<file path="config.mk">
export PLATFORM = sky130hd
export DESIGN_NAME = i2c_stretch_target
export DESIGN_NICKNAME = d
export VERILOG_FILES = /design/src/rtl/i2c_stretch_target.sv
export SDC_FILE = /design/constraint.sdc
export NUM_CORES = 1
export LEC_CHECK = 0
export BUFFER_PORTS_ARGS = -buffer_cell sky130_fd_sc_hd__clkbuf_2
export CAP_MARGIN = 30
export CELL_PAD_IN_SITES_DETAIL_PLACEMENT = 1
export CELL_PAD_IN_SITES_GLOBAL_PLACEMENT = 2
export CORE_MARGIN = 4
export CORE_UTILIZATION = 30
export CTS_BUF_LIST = sky130_fd_sc_hd__clkbuf_16
export CTS_CLUSTER_DIAMETER = 150
export DETAILED_ROUTE_END_ITERATION = 8
export PLACE_DENSITY_LB_ADDON = 0.1
export SYNTH_ARGS = -nofsm -noshare
export SYNTH_HDL_FRONTEND = slang
export SYNTH_SLANG_ARGS = --single-unit
</file>
<file path="constraint.sdc">
create_clock -name clk -period 3.3 [get_ports clk]
set_input_delay 0.165 -clock clk [delete_from_list [all_inputs] [get_ports clk]]
set_output_delay 0.165 -clock clk [all_outputs]
set_load 0.005 [all_outputs]
</file>
<file path="src/rtl/i2c_stretch_target.sv">
// I2C target with masked address match, glitch-filtered inputs and SCL clock stretching.
// Bytes are exchanged with the clk-domain client over valid/ready streams.

module i2c_stretch_target_filt #(
    parameter int FILTER_LEN = 3
) (
    input  logic clk,
    input  logic rst,
    input  logic raw_i,
    output logic level_o
);
    logic       s1_q, s2_q, lvl_q;
    logic [3:0] cnt_q;

    // Level flips only after FILTER_LEN consecutive synchronised samples disagree with it.
    always_ff @(posedge clk) begin
        if (rst) begin
            s1_q  <= 1'b1;
            s2_q  <= 1'b1;
            lvl_q <= 1'b1;
            cnt_q <= '0;
        end else begin
            s1_q <= raw_i;
            s2_q <= s1_q;
            if (s2_q == lvl_q) begin
                cnt_q <= '0;
            end else if (cnt_q == 4'(FILTER_LEN - 1)) begin
                lvl_q <= s2_q;
                cnt_q <= '0;
            end else begin
                cnt_q <= cnt_q + 4'd1;
            end
        end
    end

    assign level_o = lvl_q;
endmodule

module i2c_stretch_target #(
    parameter logic [6:0] I2C_ADDRESS = 7'h42,
    parameter logic [6:0] ADDR_MASK   = 7'h7F,
    parameter int         FILTER_LEN  = 3
) (
    input  logic       clk,
    input  logic       rst,
    input  logic       scl_di,
    input  logic       sda_di,
    output logic       scl_pulldown,
    output logic       sda_pulldown,
    output logic [7:0] addr_rw,
    output logic       addr_stb,
    output logic       addr_match,
    output logic [7:0] rx_data,
    output logic       rx_valid,
    input  logic       rx_ready,
    input  logic [7:0] tx_data,
    input  logic       tx_valid,
    output logic       tx_ready,
    output logic       tx_nack_stb,
    output logic       start_stb,
    output logic       stop_stb,
    output logic       error_stb
);
    typedef enum logic [3:0] {
        S_IDLE, S_ADDR, S_ADDR_ACK, S_RX, S_RX_ACK, S_TX_LOAD, S_TX, S_TX_ACK, S_IGNORE
    } state_t;

    state_t     state_q, state_d;
    logic       scl_f, sda_f, scl_prev_q, sda_prev_q;
    logic [2:0] bitcnt_q, bitcnt_d;
    logic [7:0] shift_q, shift_d, addr_rw_q, addr_rw_d, rx_data_q, rx_data_d;
    logic       addr_match_q, addr_match_d, rx_valid_q, rx_valid_d;
    logic       sda_pd_q, sda_pd_d, scl_pd_q, scl_pd_d;
    logic       addr_stb_q, addr_stb_d, tx_ready_q, tx_ready_d, nack_q, nack_d;
    logic       start_q, start_d, stop_q, stop_d, err_q, err_d;
    logic       scl_rise, scl_fall, start_ev, stop_ev, match;
    logic [7:0] rx_byte;

    i2c_stretch_target_filt #(.FILTER_LEN(FILTER_LEN)) u_scl_filt (
        .clk(clk), .rst(rst), .raw_i(scl_di), .level_o(scl_f));
    i2c_stretch_target_filt #(.FILTER_LEN(FILTER_LEN)) u_sda_filt (
        .clk(clk), .rst(rst), .raw_i(sda_di), .level_o(sda_f));

    assign scl_rise = scl_f & ~scl_prev_q;
    assign scl_fall = ~scl_f & scl_prev_q;
    assign start_ev = ~sda_f & sda_prev_q & scl_f & scl_prev_q;
    assign stop_ev  = sda_f & ~sda_prev_q & scl_f & scl_prev_q;
    assign rx_byte  = {shift_q[6:0], sda_f};
    assign match    = ((rx_byte[7:1] ^ I2C_ADDRESS) & ADDR_MASK) == 7'd0;

    always_comb begin
        state_d      = state_q;
        bitcnt_d     = bitcnt_q;
        shift_d      = shift_q;
        addr_rw_d    = addr_rw_q;
        addr_match_d = addr_match_q;
        rx_data_d    = rx_data_q;
        rx_valid_d   = rx_valid_q & ~rx_ready;
        sda_pd_d     = sda_pd_q;
        scl_pd_d     = scl_pd_q;
        addr_stb_d   = 1'b0;
        tx_ready_d   = 1'b0;
        nack_d       = 1'b0;
        start_d      = 1'b0;
        stop_d       = 1'b0;
        err_d        = 1'b0;
        if (start_ev) begin
            start_d      = 1'b1;
            bitcnt_d     = '0;
            addr_match_d = 1'b0;
            sda_pd_d     = 1'b0;
            scl_pd_d     = 1'b0;
            state_d      = S_ADDR;
        end else if (stop_ev) begin
            stop_d   = 1'b1;
            // The STOP's own SCL rise has already been counted as a bit.
            err_d    = (state_q == S_RX || state_q == S_TX) && (bitcnt_q != 3'd1);
            sda_pd_d = 1'b0;
            scl_pd_d = 1'b0;
            state_d  = S_IDLE;
        end else begin
            unique case (state_q)
                S_ADDR: if (scl_rise) begin
                    shift_d  = rx_byte;
                    bitcnt_d = bitcnt_q + 3'd1;
                    if (bitcnt_q == 3'd7) begin
                        addr_rw_d    = rx_byte;
                        addr_stb_d   = 1'b1;
                        addr_match_d = match;
                        state_d      = match ? S_ADDR_ACK : S_IGNORE;
                    end
                end
                S_ADDR_ACK: if (scl_fall) begin
                    if (!sda_pd_q) begin
                        sda_pd_d = 1'b1;
                    end else begin
                        sda_pd_d = 1'b0;
                        bitcnt_d = '0;
                        state_d  = addr_rw_q[0] ? S_TX_LOAD : S_RX;
                    end
                end
                S_RX: begin
                    if (scl_rise) begin
                        shift_d  = rx_byte;
                        bitcnt_d = bitcnt_q + 3'd1;
                        if (bitcnt_q == 3'd7) begin
                            rx_data_d  = rx_byte;
                            rx_valid_d = 1'b1;
                        end
                    end else if (scl_fall && bitcnt_q == 3'd0) begin
                        state_d = S_RX_ACK;
                    end
                end
                S_RX_ACK: begin
                    if (!sda_pd_q) begin
                        // Hold SCL low until the client has taken the byte, then ACK.
                        if (rx_valid_q && !rx_ready) begin
                            scl_pd_d = 1'b1;
                        end else begin
                            scl_pd_d = 1'b0;
                            sda_pd_d = 1'b1;
                        end
                    end else if (scl_fall) begin
                        sda_pd_d = 1'b0;
                        bitcnt_d = '0;
                        state_d  = S_RX;
                    end
                end
                S_TX_LOAD: begin
                    if (tx_valid) begin
                        shift_d    = tx_data;
                        tx_ready_d = 1'b1;
                        sda_pd_d   = ~tx_data[7];
                        scl_pd_d   = 1'b0;
                        bitcnt_d   = '0;
                        state_d    = S_TX;
                    end else begin
                        scl_pd_d = 1'b1;
                    end
                end
                S_TX: begin
                    if (scl_rise) begin
                        bitcnt_d = bitcnt_q + 3'd1;
                    end else if (scl_fall) begin
                        if (bitcnt_q == 3'd0) begin
                            sda_pd_d = 1'b0;
                            state_d  = S_TX_ACK;
                        end else begin
                            shift_d  = {shift_q[6:0], 1'b0};
                            sda_pd_d = ~shift_q[6];
                        end
                    end
                end
                S_TX_ACK: begin
                    if (scl_rise && sda_f) begin
                        nack_d  = 1'b1;
                        state_d = S_IGNORE;
                    end else if (scl_fall) begin
                        state_d = S_TX_LOAD;
                    end
                end
                default: begin
                    sda_pd_d = 1'b0;
                    scl_pd_d = 1'b0;
                end
            endcase
        end
    end

    always_ff @(posedge clk) begin
        if (rst) begin
            state_q      <= S_IDLE;
            scl_prev_q   <= 1'b1;
            sda_prev_q   <= 1'b1;
            bitcnt_q     <= '0;
            shift_q      <= '0;
            addr_rw_q    <= '0;
            rx_data_q    <= '0;
            addr_match_q <= 1'b0;
            rx_valid_q   <= 1'b0;
            sda_pd_q     <= 1'b0;
            scl_pd_q     <= 1'b0;
            addr_stb_q   <= 1'b0;
            tx_ready_q   <= 1'b0;
            nack_q       <= 1'b0;
            start_q      <= 1'b0;
            stop_q       <= 1'b0;
            err_q        <= 1'b0;
        end else begin
            state_q      <= state_d;
            scl_prev_q   <= scl_f;
            sda_prev_q   <= sda_f;
            bitcnt_q     <= bitcnt_d;
            shift_q      <= shift_d;
            addr_rw_q    <= addr_rw_d;
            rx_data_q    <= rx_data_d;
            addr_match_q <= addr_match_d;
            rx_valid_q   <= rx_valid_d;
            sda_pd_q     <= sda_pd_d;
            scl_pd_q     <= scl_pd_d;
            addr_stb_q   <= addr_stb_d;
            tx_ready_q   <= tx_ready_d;
            nack_q       <= nack_d;
            start_q      <= start_d;
            stop_q       <= stop_d;
            err_q        <= err_d;
        end
    end

    assign scl_pulldown = scl_pd_q;
    assign sda_pulldown = sda_pd_q;
    assign addr_rw      = addr_rw_q;
    assign addr_stb     = addr_stb_q;
    assign addr_match   = addr_match_q;
    assign rx_data      = rx_data_q;
    assign rx_valid     = rx_valid_q;
    assign tx_ready     = tx_ready_q;
    assign tx_nack_stb  = nack_q;
    assign start_stb    = start_q;
    assign stop_stb     = stop_q;
    assign error_stb    = err_q;
endmodule

</file>
==> results of run 1 <==
-- state kept, by name (all words and copies together) (netlist names), 3 cells and up --
signal and flops:
bitcnt_q 3, shift_q 7, addr_rw 8, state_q 4, u_scl_filt.cnt_q 4, u_sda_filt.cnt_q 4, rx_data 8
-- logic make-up (layout without fill, tap and decap cells) --
kind of cell | Yosys count | after routing
buf+inv | 27 | 57
fa+ha+maj | 9 | 9
mux | 27 | 27
xor+xnor | 10 | 10
flops | 56 | 56
simple gates | 119 | 119
compound gates | 44 | 44
-- power by group through the flow --
| stage | Sequential (W) | Combinational (W) | Clock [W] |
|---|---|---|---|
| after floorplan | 0.000696 | 0.0000157 | 0 |
| after CTS | 0.000681 | 0.0000291 | 0.000581 |
| after global routing | 0.000681 | 0.0000317 | 0.000607 |
| final | 0.000680 | 0.0000281 | 0.000553 |
| after global placement | 0.000697 | 0.0000293 | 0 |
| after detailed placement | 0.000697 | 0.0000291 | 0 |
-- synthesized netlist by cell type, types with 7 or more instances --
cell type	number	area, um^2
sky130_fd_sc_hd__dfxtp_1	56	1120
sky130_fd_sc_hd__nor2b_1	10	62.6
sky130_fd_sc_hd__ha_1	8	100
sky130_fd_sc_hd__nor3_1	8	40.0
sky130_fd_sc_hd__clkbuf_1	9	33.8
sky130_fd_sc_hd__nor2_1	39	146
sky130_fd_sc_hd__nand2_1	14	52.6
sky130_fd_sc_hd__inv_1	9	33.8
sky130_fd_sc_hd__a21oi_1	7	35.0
sky130_fd_sc_hd__mux2i_1	26	260
sky130_fd_sc_hd__or2_2	9	56.3
-- worst max-delay path by stage --
stage / from / end / slack, ps / cells past startpoint
2_1_floorplan: state_q[2] / state_q[0] / 1630 / 6
6_report: state_q[0] / shift_q[0] / 840 / 5
3_5_place_dp: state_q[0] / shift_q[3] / 840 / 5
4_1_cts: state_q[0] / shift_q[3] / 840 / 5
5_1_grt: state_q[0] / shift_q[3] / 630 / 5
3_3_place_gp: state_q[0] / shift_q[0] / 930 / 5
-- metal layers --
metal	track usage (%)	share of wire, %
met5	0	0
met4	3.63	0.62
met3	2.23	2.5
met2	20.5	44
met1	19.6	53
-- worst max-delay path: stages (launching register included) --
cell,delay (ps)
sky130_fd_sc_hd__dfxtp_1,810
sky130_fd_sc_hd__xor2_1,190
sky130_fd_sc_hd__nand2_1,100
sky130_fd_sc_hd__a2111oi_4,920
sky130_fd_sc_hd__nor2_1,80
sky130_fd_sc_hd__a311oi_1,270
-- metrics by stage --
stage,util [%],instance area (um^2),power (W),std cells
finish,35.4,3090,0.00126,430
global route,35.4,3090,0.00132,430
CTS,35.4,3090,0.00129,430
detailed placement,33.7,2940,0.000726,422
global placement,33.7,2940,0.000726,422
floorplan,-,2690,0.000711,292
-- area by class of cell --
type                            count  area (um^2)  area share [%]
Inverter                            9         33.8            1.09
Multi-Input combinational cell    209         1440            46.7
Tap cell                          108          135            4.38
Timing Repair Buffer               40          203            6.57
Clock inverter                      3         26.3           0.851
Clock buffer                        5          125            4.05
Sequential cell                    56         1120            36.3
==> impl_summary.txt, run 1 <==
----------------------------------------------------
[Outcome]
  Result of the run ... complete, no violations

[Power]
  Sw frac ... 22.6%
  Switching Power ... 0.000285 W
  Internal power ... 0.000977 W
  Power share of the combinational group ... 2.2%
  Proportion of power drawn by the clock network ... 43.8%
  Total power per unit cell area ... 409 nW/um^2
  Portion of total power attributed to sequential cells ... 53.9%
  Peak ir drop on the vdd network ... 0.000197 V
  Total leakage power ... 1.32 nW

[Timing]
  Maximum achievable frequency ... 406 MHz
  Fraction of the cycle the final worst path needs ... 74.6%
  Unrepaired setup endpoints after global routing ... no
  Endpoints failing hold ... 0
  Final min period ... 2460 ps
  Post-layout worst setup margin ... 837 ps
  Final setup fails ... 0
  Worst-case headroom to the max-slew limit ... 38.1%
  Fin Clk Skew ... 7.97 ps
  Final setup TNS ... 0 ps
  Worst Max-Slew Pin Slew ... 929 ps
  Pins Over Slew Limit ... 0
  Worst Hold Margin ... 44.7 ps

[Critical path]
  Setup crit end kind ... flip-flop
  Endpoint of the most critical register-to-register path ... shift_q[0]
  Kind of launch point of the worst setup path ... flip-flop
  CP Data Required Time ... 3500 ps
  Startpoint of the worst-slack reg-to-reg timing path ... state_q[0]
  Worst-case register-to-register setup slack ... 840 ps
  Critical Path AT ... 2660 ps
  Crit path max fanout ... 24
  Worst reg2reg path depth ... 5
  Critical Setup Path Class ... flip-flop to flip-flop

[Layout]
  Fillers ... 1,029
  Top library cells by usage in the layout, fill and taps aside ... 56 x sky130_fd_sc_hd__dfxtp_1, 39 x sky130_fd_sc_hd__nor2_1, 39 x sky130_fd_sc_hd__clkbuf_2
  Layout-stage area growth over the synthesis result ... 14.7%
  Fin nets ... 343
  Most common cell after layout, fill and taps aside ... sky130_fd_sc_hd__dfxtp_1
  Layout cell share with drive strength beyond 1 ... 21.1%
  Number of inserted diodes ... 0

[Die]
  Chip Width ... 103 um
  Row Count ... 34
  Number of primary I/O pins ... 40
  Initial standard-cell utilization of the core ... 30.9%
  Y dimension of the die ... 103 um
  Placeable core area ... 8720 um^2
  Die outline area ... 10,600 um^2

[Yosys]
  #FFs+latches synth ... 56
  Adder and majority gate portion of the synthesized area ... 4.09%
  Main combinational cell family by area after synthesis ... simple AND/OR/NAND/NOR gates
  Parity-gate share of the synthesized area counting xor and xnor cells ... 3.25%
  Fraction of the mapped netlist area in compound gates ... 12.7%
  Sequential fraction of the synthesis area ... 41.7%
  Syn Std Cell Area ... 2690 um^2
  Most frequently used flop master after synthesis ... sky130_fd_sc_hd__dfxtp_1
  Warnings, synthesis ... 0
  Share of synthesized registers carrying an async set or reset ... 0%
  Syn Nets ... 314
  Number of distinct library cells after synthesis ... 53
  Proportion of synthesized area in mux cells ... 10.1%
  Post-synth EDFFs ... 0
  Synthesized netlist cell count ... 292
  Simple-Gate Fraction of Synth Area ... 23.5%
  Mean instance size in the synthesized netlist ... 9.22 um^2

[Global routing]
  Pin count of the biggest net entering global routing ... 43
  Antenna violations before repair ... 0
  Via count of the first global-routing pass ... 2,154
  Global route overflow ... 0
  First-pass GRT wire length ... 11.1 mm
  Overall Global Routing Usage ... 13.4%

[Clock tree]
  Max Buffers Root-to-Sink ... 2
  CTS H-tree lvls ... 2
  Later-pin clock latency in the skew report ... 300 ps
  Count of instances resized after the clock tree is built ... 0
  Hold-fix buffer count after cts ... 0
  Clock Sink Count ... 56
  Root buffer cell ... sky130_fd_sc_hd__clkbuf_16
  CTS Buf Count ... 5
  Post CTS Setup Buffer Count ... 0
  Clock-pin transition on the worst setup and hold timing paths ... 80 ps
  TritonCTS clock tree ... built

[Drt]
  Number of detailed-route iterations in the first pass ... 4
  First DRT Iteration DRCs ... 53
  Count of antenna-violating nets left after detailed routing ... 0
  Vias per std cell ... 5.03
  Routed wire per std cell ... 16.1 um
  Final routed wirelength across all metal layers ... 6.94 mm
  Vias post-DR ... 2,163
  Remaining routing DRC violations ... 0

[Hold path]
  Capture endpoint of the worst hold path ... u_sda_filt.s1_q
  Min-Delay Startpoint ... sda_di
  Instance count along the most critical hold path ... 2
  Type of the worst min-delay path ... primary input to flip-flop

[Placement]
  Number of buffers inserted by port buffering ... 39
  DP HPWL ... 4.88 mm
  Final GP Congestion ... 0.792
  DP Worst Slack ... 843 ps

[Flow run]
  Max-capacitance violation count ... 0

----------------------------------------------------
Note: power is estimated with default switching activity, not from simulation.
==> inputs of run 2 (changes only) <==
--- a/config.mk
+++ b/config.mk
@@ -5,6 +5,7 @@
 export SDC_FILE = /design/constraint.sdc
 export NUM_CORES = 1
 export LEC_CHECK = 0
+export ABC_AREA = 1
 export BUFFER_PORTS_ARGS = -buffer_cell sky130_fd_sc_hd__clkbuf_2
 export CAP_MARGIN = 30
 export CELL_PAD_IN_SITES_DETAIL_PLACEMENT = 1
==> constraint.sdc (replaced) <==
create_clock -name clk -period 2.34 [get_ports clk]
set_input_delay 0.117 -clock clk [delete_from_list [all_inputs] [get_ports clk]]
set_output_delay 0.117 -clock clk [all_outputs]
set_load 0.005 [all_outputs]
==> impl_summary.txt, run 2 <==
----------------------------------------------------
[Power]
  Total power per unit cell area ... 944 nW/um^2 (was 409 nW/um^2)
  Switching Power ... 0.00114 W (was 0.000285 W)
  Total leakage power ... 1.42 nW (was 1.32 nW)
  Proportion of power drawn by the clock network ... 27.5% (was 43.8%)
  Sw frac ... 39.1% (was 22.6%)
  Peak ir drop on the vdd network ... 0.000329 V (was 0.000197 V)
  Portion of total power attributed to sequential cells ... 38.9% (was 53.9%)
  Internal power ... 0.00177 W (was 0.000977 W)
  Power share of the combinational group ... 33.6% (was 2.2%)

[Layout]
  Non-Filler Cell Area, Final ... 3080 um^2 (was 3090 um^2)
  Layout cell share with drive strength beyond 1 ... 17.8% (was 21.1%)
  Sequential cell area in the final layout ... 1120 um^2 (unchanged)
  Finished Layout Cells ... 516 (was 430)
  Top library cells by usage in the layout, fill and taps aside ... 71 x sky130_fd_sc_hd__nand2_1, 66 x sky130_fd_sc_hd__nor2_1, 56 x sky130_fd_sc_hd__dfxtp_1 (was 56 x sky130_fd_sc_hd__dfxtp_1, 39 x sky130_fd_sc_hd__nor2_1, 39 x sky130_fd_sc_hd__clkbuf_2)
  Fillers ... 1,065 (was 1,029)
  Multi-input combinational cell area ... 1270 um^2 (was 1440 um^2)
  Most common cell after layout, fill and taps aside ... sky130_fd_sc_hd__nand2_1 (was sky130_fd_sc_hd__dfxtp_1)
  Number of inserted diodes ... 0 (unchanged)
  Fin nets ... 432 (was 343)
  Layout-stage area growth over the synthesis result ... 19.1% (was 14.7%)

[Hold path]
  Type of the worst min-delay path ... primary input to flip-flop (unchanged)

[Timing]
  Maximum achievable frequency ... 557 MHz (was 406 MHz)
  Final setup TNS ... 0 ps (unchanged)
  Final min period ... 1800 ps (was 2460 ps)
  Fin Clk Skew ... 7.11 ps (was 7.97 ps)
  Fraction of the cycle the final worst path needs ... 76.7% (was 74.6%)
  Final setup fails ... 0 (unchanged)
  Unrepaired setup endpoints after global routing ... no (unchanged)
  Endpoints failing hold ... 0 (unchanged)
  Worst Max-Slew Pin Slew ... 457 ps (was 929 ps)
  Worst-case headroom to the max-slew limit ... 69.4% (was 38.1%)
  Pins Over Slew Limit ... 0 (unchanged)

[Die]
  Initial standard-cell utilization of the core ... 31.1% (was 30.9%)
  Y dimension of the die ... 101 um (was 103 um)
  Number of primary I/O pins ... 40 (unchanged)
  Die outline area ... 10,200 um^2 (was 10,600 um^2)
  Row Count ... 33 (was 34)
  Chip Width ... 101 um (was 103 um)
  Placeable core area ... 8300 um^2 (was 8720 um^2)

[Yosys]
  Synthesized netlist cell count ... 365 (was 292)
  #FFs+latches synth ... 56 (unchanged)
  Most used standard cells in the synthesized netlist ... 71 x sky130_fd_sc_hd__nand2_1, 66 x sky130_fd_sc_hd__nor2_1, 56 x sky130_fd_sc_hd__dfxtp_1 (was 56 x sky130_fd_sc_hd__dfxtp_1, 39 x sky130_fd_sc_hd__nor2_1, 26 x sky130_fd_sc_hd__mux2i_1)
  Most frequently used flop master after synthesis ... sky130_fd_sc_hd__dfxtp_1 (unchanged)
  Post-synth top area share ... 43.4% (was 41.7%)
  Warnings, synthesis ... 0 (unchanged)
  Mean instance size in the synthesized netlist ... 7.08 um^2 (was 9.22 um^2)
  Post-synth EDFFs ... 0 (unchanged)
  Sequential fraction of the synthesis area ... 43.4% (was 41.7%)
  Syn Std Cell Area ... 2580 um^2 (was 2690 um^2)
  Number of distinct library cells after synthesis ... 31 (was 53)
  Fraction of the mapped netlist area in compound gates ... 14.0% (was 12.7%)
  Syn Nets ... 387 (was 314)
  Synth area leader ... sky130_fd_sc_hd__dfxtp_1 (unchanged)
  Simple-Gate Fraction of Synth Area ... 29.7% (was 23.5%)
  Adder and majority gate portion of the synthesized area ... 3.87% (was 4.09%)
  Most common cell in the netlist ... sky130_fd_sc_hd__nand2_1 (was sky130_fd_sc_hd__dfxtp_1)
  Proportion of synthesized area in mux cells ... 0% (was 10.1%)
  Main combinational cell family by area after synthesis ... simple AND/OR/NAND/NOR gates (unchanged)
  Parity-gate share of the synthesized area counting xor and xnor cells ... 1.36% (was 3.25%)
  Leading cell types by total area after synthesis ... sky130_fd_sc_hd__dfxtp_1 43%, sky130_fd_sc_hd__nand2_1 10%, sky130_fd_sc_hd__nor2_1 9.6%, sky130_fd_sc_hd__o21ai_0 7.9%, sky130_fd_sc_hd__inv_1 4.9% (was sky130_fd_sc_hd__dfxtp_1 42%, sky130_fd_sc_hd__mux2i_1 9.7%, sky130_fd_sc_hd__nor2_1 5.4%, sky130_fd_sc_hd__ha_1 3.7%, sky130_fd_sc_hd__nor2b_1 2.3%)
  Share of synthesized registers carrying an async set or reset ... 0% (unchanged)

[Drt]
  First DRT Iteration DRCs ... 56 (was 53)
  Remaining routing DRC violations ... 0 (unchanged)
  Routed wire per std cell ... 14.1 um (was 16.1 um)
  Number of detailed-route iterations in the first pass ... 4 (unchanged)
  Vias post-DR ... 2,432 (was 2,163)
  Vias per std cell ... 4.71 (was 5.03)
  Count of antenna-violating nets left after detailed routing ... 0 (unchanged)
  Final routed wirelength across all metal layers ... 7.29 mm (was 6.94 mm)

[Critical path]
  Crit path max fanout ... 16 (was 24)
  Critical Setup Path Class ... flip-flop to flip-flop (unchanged)
  Kind of launch point of the worst setup path ... flip-flop (unchanged)
  Critical Path AT ... 1990 ps (was 2660 ps)
  CP Data Required Time ... 2540 ps (was 3500 ps)
  Setup crit end kind ... flip-flop (unchanged)

[Placement]
  Number of buffers inserted by port buffering ... 39 (unchanged)
  Final GP Congestion ... 0.814 (was 0.792)
  DP HPWL ... 5.67 mm (was 4.88 mm)
  Number of instances in the placed design ... 506 (was 422)
  Area after DPL ... 2910 um^2 (was 2940 um^2)

[Global routing]
  Overall Global Routing Usage ... 15.6% (was 13.4%)
  Antenna violations before repair ... 0 (unchanged)
  First-pass GRT wire length ... 12.6 mm (was 11.1 mm)
  Global route overflow ... 0 (unchanged)
  Pin count of the biggest net entering global routing ... 25 (was 43)
  Via count of the first global-routing pass ... 2,550 (was 2,154)

[Clock tree]
  Max Buffers Root-to-Sink ... 2 (unchanged)
  Post CTS Setup Buffer Count ... 0 (unchanged)
  Clock Sink Count ... 56 (unchanged)
  Later-pin clock latency in the skew report ... 300 ps (about the same)
  CTS H-tree lvls ... 2 (unchanged)
  Clock-pin transition on the worst setup and hold timing paths ... 80 ps (about the same)
  CTS Buf Count ... 5 (unchanged)
  TritonCTS clock tree ... built (unchanged)
  Root buffer cell ... sky130_fd_sc_hd__clkbuf_16 (unchanged)

[Flow run]
  Max-capacitance violation count ... 0 (unchanged)

[Outcome]
  Result of the run ... complete, no violations (unchanged)

----------------------------------------------------
-- run 2: cell count changes in the layout (fill, tap and decap cells not counted), moves of 5 or more --
cell,before,now
sky130_fd_sc_hd__inv_2,0,6
sky130_fd_sc_hd__mux2i_1,26,0
sky130_fd_sc_hd__inv_1,9,34
sky130_fd_sc_hd__nor2_1,39,66
sky130_fd_sc_hd__nand3_1,6,17
sky130_fd_sc_hd__nor2b_1,10,0
sky130_fd_sc_hd__a21oi_1,7,21
sky130_fd_sc_hd__o21ai_0,5,41
sky130_fd_sc_hd__nand2b_1,5,0
sky130_fd_sc_hd__nand2_1,14,71
-- run 2: cell type report --
cell class | count | share of cell area, %
flip-flops and latches | 56 | 36.4
inverters | 41 | 5.04
clock inverters | 3 | 0.894
repair buffers | 46 | 8.21
well taps | 105 | 4.27
clock buffers | 5 | 4.06
multi-input cells | 260 | 41.1
-- run 2: kinds of logic after synthesis --
kind of cell,after synthesis
adders and majority gates,8
xor gates and xnor gates,4
AOI/OAI and AO/OA,70
DFF,56
and+or+nand+nor,178
buffers and inverters,49
-- run 2: worst paths after layout --
check	startpoint	end	slack [ps]	cells past startpoint
worst max register to register	state_q[0]	shift_q[5]	540	9
worst min-delay path	tx_valid	tx_ready	60	3
worst min register to register	u_sda_filt.s1_q	u_sda_filt.s2_q	410	1
worst max-delay path	state_q[0]	shift_q[5]	540	9
-- run 2: critical path: stages (launching register included) --
cell,delay (ps)
sky130_fd_sc_hd__dfxtp_1,520
sky130_fd_sc_hd__inv_2,110
sky130_fd_sc_hd__nor2_4,150
sky130_fd_sc_hd__nand2_1,130
sky130_fd_sc_hd__inv_2,230
sky130_fd_sc_hd__o21ai_1,130
sky130_fd_sc_hd__inv_2,60
sky130_fd_sc_hd__nand2_2,110
sky130_fd_sc_hd__o21ai_0,190
sky130_fd_sc_hd__nor2_1,50
-- run 2: power by group through the flow --
stage / sequential (W) / clock (W) / combinational, W
after floorplan: 0.00113 / 0 / 0.000743
after global placement: 0.00115 / 0 / 0.000984
after detailed placement: 0.00116 / 0 / 0.000985
after CTS: 0.00113 / 0.000830 / 0.000991
after global routing: 0.00115 / 0.000864 / 0.00115
final: 0.00113 / 0.000800 / 0.000976
-- run 2: through the flow --
stage | setup WS [ps] | hold slack, ps | power [W] | utilization (%)
finish | 545 | 58.8 | 0.00291 | 37.1
global route | 323 | 77.8 | 0.00316 | 37.1
CTS | 522 | 62.7 | 0.00295 | 37.1
detailed placement | 544 | 305 | 0.00214 | 35.0
global placement | 522 | 301 | 0.00214 | 35.0
floorplan | 928 | 221 | 0.00187 | -
-- run 2: timing repair --
item,CTS,global route
hold buffers,2,0
resized for setup,0,0
endpoints found under the hold margin,2,0
-- run 2: per-layer routing --
metal	GRT usage [%]	part of all wire, %	up-vias	wire, um
li1	-	-	1256	-
met1	20.3	48	1133	3520
met2	26.7	47	37	3440
met3	3.11	3.6	6	266
met4	3.11	0.84	0	61
met5	0	0	-	0
==> inputs of run 3 (changes only) <==
--- a/config.mk
+++ b/config.mk
@@ -5,7 +5,7 @@
 export SDC_FILE = /design/constraint.sdc
 export NUM_CORES = 1
 export LEC_CHECK = 0
-export ABC_AREA = 1
+export ABC_AREA = 0
 export BUFFER_PORTS_ARGS = -buffer_cell sky130_fd_sc_hd__clkbuf_2
 export CAP_MARGIN = 30
 export CELL_PAD_IN_SITES_DETAIL_PLACEMENT = 1
==> constraint.sdc (replaced) <==
create_clock -name clk -period 1.83 [get_ports clk]
set_input_delay 0.0915 -clock clk [delete_from_list [all_inputs] [get_ports clk]]
set_output_delay 0.0915 -clock clk [all_outputs]
set_load 0.005 [all_outputs]
==> impl_summary.txt, run 3 (synthesis results as in run 1) <==
----------------------------------------------------
[Layout]
  Fillers ... 1,034 (was 1,065)
  Layout-stage area growth over the synthesis result ... 28.2% (was 19.1%)
  Fin nets ... 382 (was 432)
  Top library cells by usage in the layout, fill and taps aside ... 50 x sky130_fd_sc_hd__dfxtp_1, 39 x sky130_fd_sc_hd__nor2_1, 39 x sky130_fd_sc_hd__clkbuf_2 (was 71 x sky130_fd_sc_hd__nand2_1, 66 x sky130_fd_sc_hd__nor2_1, 56 x sky130_fd_sc_hd__dfxtp_1)
  Number of inserted diodes ... 0 (unchanged)
  Most common cell after layout, fill and taps aside ... sky130_fd_sc_hd__dfxtp_1 (was sky130_fd_sc_hd__nand2_1)
  Layout cell share with drive strength beyond 1 ... 31.6% (was 17.8%)

[Die]
  Initial standard-cell utilization of the core ... 30.9% (was 31.1%)
  Number of primary I/O pins ... 40 (unchanged)
  Chip Width ... 103 um (was 101 um)
  Row Count ... 34 (was 33)
  Y dimension of the die ... 103 um (was 101 um)
  Die outline area ... 10,600 um^2 (was 10,200 um^2)
  Placeable core area ... 8720 um^2 (was 8300 um^2)

[Flow run]
  Max-capacitance violation count ... 0 (unchanged)

[Power]
  Proportion of power drawn by the clock network ... 42.4% (was 27.5%)
  Portion of total power attributed to sequential cells ... 54.9% (was 38.9%)
  Power share of the combinational group ... 2.7% (was 33.6%)
  Total leakage power ... 1.53 nW (was 1.42 nW)
  Peak ir drop on the vdd network ... 0.000559 V (was 0.000329 V)
  Sw frac ... 21.5% (was 39.1%)
  Internal power ... 0.00176 W (was 0.00177 W)
  Total power per unit cell area ... 648 nW/um^2 (was 944 nW/um^2)
  Total Power Consumption ... 0.00224 W (was 0.00291 W)
  Switching Power ... 0.000480 W (was 0.00114 W)

[Drt]
  Vias post-DR ... 2,298 (was 2,432)
  Routed wire per std cell ... 15.4 um (was 14.1 um)
  Final routed wirelength across all metal layers ... 7.20 mm (was 7.29 mm)
  Count of antenna-violating nets left after detailed routing ... 0 (unchanged)
  First DRT Iteration DRCs ... 44 (was 56)
  Remaining routing DRC violations ... 0 (unchanged)
  Vias per std cell ... 4.90 (was 4.71)
  Number of detailed-route iterations in the first pass ... 4 (unchanged)

[Clock tree]
  Root buffer cell ... sky130_fd_sc_hd__clkbuf_16 (unchanged)
  Post CTS Setup Buffer Count ... 0 (unchanged)
  Later-pin clock latency in the skew report ... 290 ps (was 300 ps)
  CTS Buf Count ... 5 (unchanged)
  Max Buffers Root-to-Sink ... 2 (unchanged)
  Clock-pin transition on the worst setup and hold timing paths ... 70 ps (was 80 ps)
  Clock Sink Count ... 56 (unchanged)
  TritonCTS clock tree ... built (unchanged)
  CTS H-tree lvls ... 2 (unchanged)

[Timing]
  Worst Hold Margin ... 120 ps (was 58.8 ps)
  Endpoints failing hold ... 0 (unchanged)
  Fin Clk Skew ... 7.21 ps (was 7.11 ps)
  Unrepaired setup endpoints after global routing ... yes (was no)
  Post-layout worst setup margin ... 91.8 ps (was 545 ps)
  Worst-case headroom to the max-slew limit ... 68.3% (was 69.4%)
  Worst Max-Slew Pin Slew ... 474 ps (was 457 ps)
  Maximum achievable frequency ... 575 MHz (was 557 MHz)
  Fraction of the cycle the final worst path needs ... 95.0% (was 76.7%)
  Final setup fails ... 0 (unchanged)
  Final min period ... 1740 ps (was 1800 ps)
  Pins Over Slew Limit ... 0 (unchanged)

[Critical path]
  Kind of launch point of the worst setup path ... flip-flop (unchanged)
  CP Data Required Time ... 2000 ps (was 2540 ps)
  Worst reg2reg path depth ... 5 (was 9)
  Slowest cell delay on critical path ... 400 ps (was 520 ps)
  Critical Path AT ... 1910 ps (was 1990 ps)
  Worst-case register-to-register setup slack ... 90 ps (was 540 ps)
  Setup crit end kind ... flip-flop (unchanged)
  Crit path max fanout ... 11 (was 16)
  Cell with the largest stage delay on the worst path ... sky130_fd_sc_hd__dfxtp_2 (was sky130_fd_sc_hd__dfxtp_1)
  Critical Setup Path Class ... flip-flop to flip-flop (unchanged)
  Series of cell instances along the critical path ... maj3_1 -> o211ai_1 -> a211oi_1 -> o22ai_1 -> mux2_1 (was inv_2 -> nor2_4 -> nand2_1 -> inv_2 -> o21ai_1 -> inv_2 -> nand2_2 -> o21ai_0 -> nor2_1)

[Placement]
  DP Worst Slack ... -74.0 ps (was 544 ps)
  DP HPWL ... 5.50 mm (was 5.67 mm)
  Final GP Congestion ... 0.829 (was 0.814)
  Number of buffers inserted by port buffering ... 39 (unchanged)

[Global routing]
  First-pass GRT wire length ... 11.9 mm (was 12.6 mm)
  Antenna violations before repair ... 0 (unchanged)
  Pin count of the biggest net entering global routing ... 20 (was 25)
  Overall Global Routing Usage ... 14.3% (was 15.6%)
  Global route overflow ... 0 (unchanged)
  Via count of the first global-routing pass ... 2,393 (was 2,550)

[Hold path]
  Type of the worst min-delay path ... primary input to flip-flop (unchanged)
  Instance count along the most critical hold path ... 2 (was 3)

[Outcome]
  Result of the run ... complete, no violations (unchanged)

----------------------------------------------------
run 3: cell count changes in the layout (fill, tap and decap cells not counted), sizes merged, moves of 26 or more:
cell	previous run	this run
o21ai	43	6
nor2	72	42
mux2i	0	26
inv	41	10
buf	5	38
nand2	73	14
run 3: layer usage:
metal | global-route usage (%) | wire (um) | vias to the layer above
li1 | - | - | 1156
met1 | 19.5 | 3590 | 1105
met2 | 23.5 | 3300 | 33
met3 | 2.98 | 245 | 4
met4 | 3.03 | 70 | 0
met5 | 0 | 0 | -
run 3: power by group through the flow:
stage	Clock (W)	Sequential, W	Combinational, W
2_1_floorplan	0	0.00125	0.0000284
3_3_place_gp	0	0.00126	0.0000581
3_5_place_dp	0	0.00126	0.0000585
4_1_cts	0.000992	0.00123	0.0000619
5_1_grt	0.00104	0.00123	0.0000680
6_report	0.000948	0.00123	0.0000607
run 3: path summary, 6_finish.rpt:
kind / startpoint / end
worst max register to register: state_q[2] / state_q[0]
worst min register to register: u_scl_filt.s1_q / u_scl_filt.s2_q
worst max-delay path: state_q[2] / state_q[0]
worst min-delay path: tx_valid / tx_ready
run 3: area by class of cell:
cell class	instances	area (um^2)	share of cell area, %
multi-input combinational	209	1470	42.5
clock buffer	5	125	3.63
sequential	56	1130	32.7
timing repair buffer	79	542	15.7
clock inverter	3	20.0	0.580
inverter	9	33.8	0.979
tap	108	135	3.92
run 3: metrics by stage:
stage | instances | setup TNS, ps | util [%] | cell area (um^2)
after floorplan | 292 | 0 | - | 2690
after global placement | 459 | -34.0 | 37.3 | 3250
after detailed placement | 459 | -92.3 | 37.3 | 3250
after CTS | 469 | 0 | 39.2 | 3420
after global routing | 469 | -134 | 39.6 | 3450
final | 469 | 0 | 39.6 | 3450
run 3: worst max-delay path: cells and delay by family, from the launching register on:
kind	cells	cell delay [ps]
AO/OA/AOI/OAI	3	550
flip-flops	1	400
adder cells (fa/ha/maj)	1	340
multiplexers	1	330
run 3: repair_timing:
item / 4_1_cts / 5_1_grt
gates resized for setup: 3 / 8
setup endpoints to repair: 12 / 15
hold buffers: 2 / 0
gates cloned: 0 / 0
hold endpoints to repair: 2 / 0
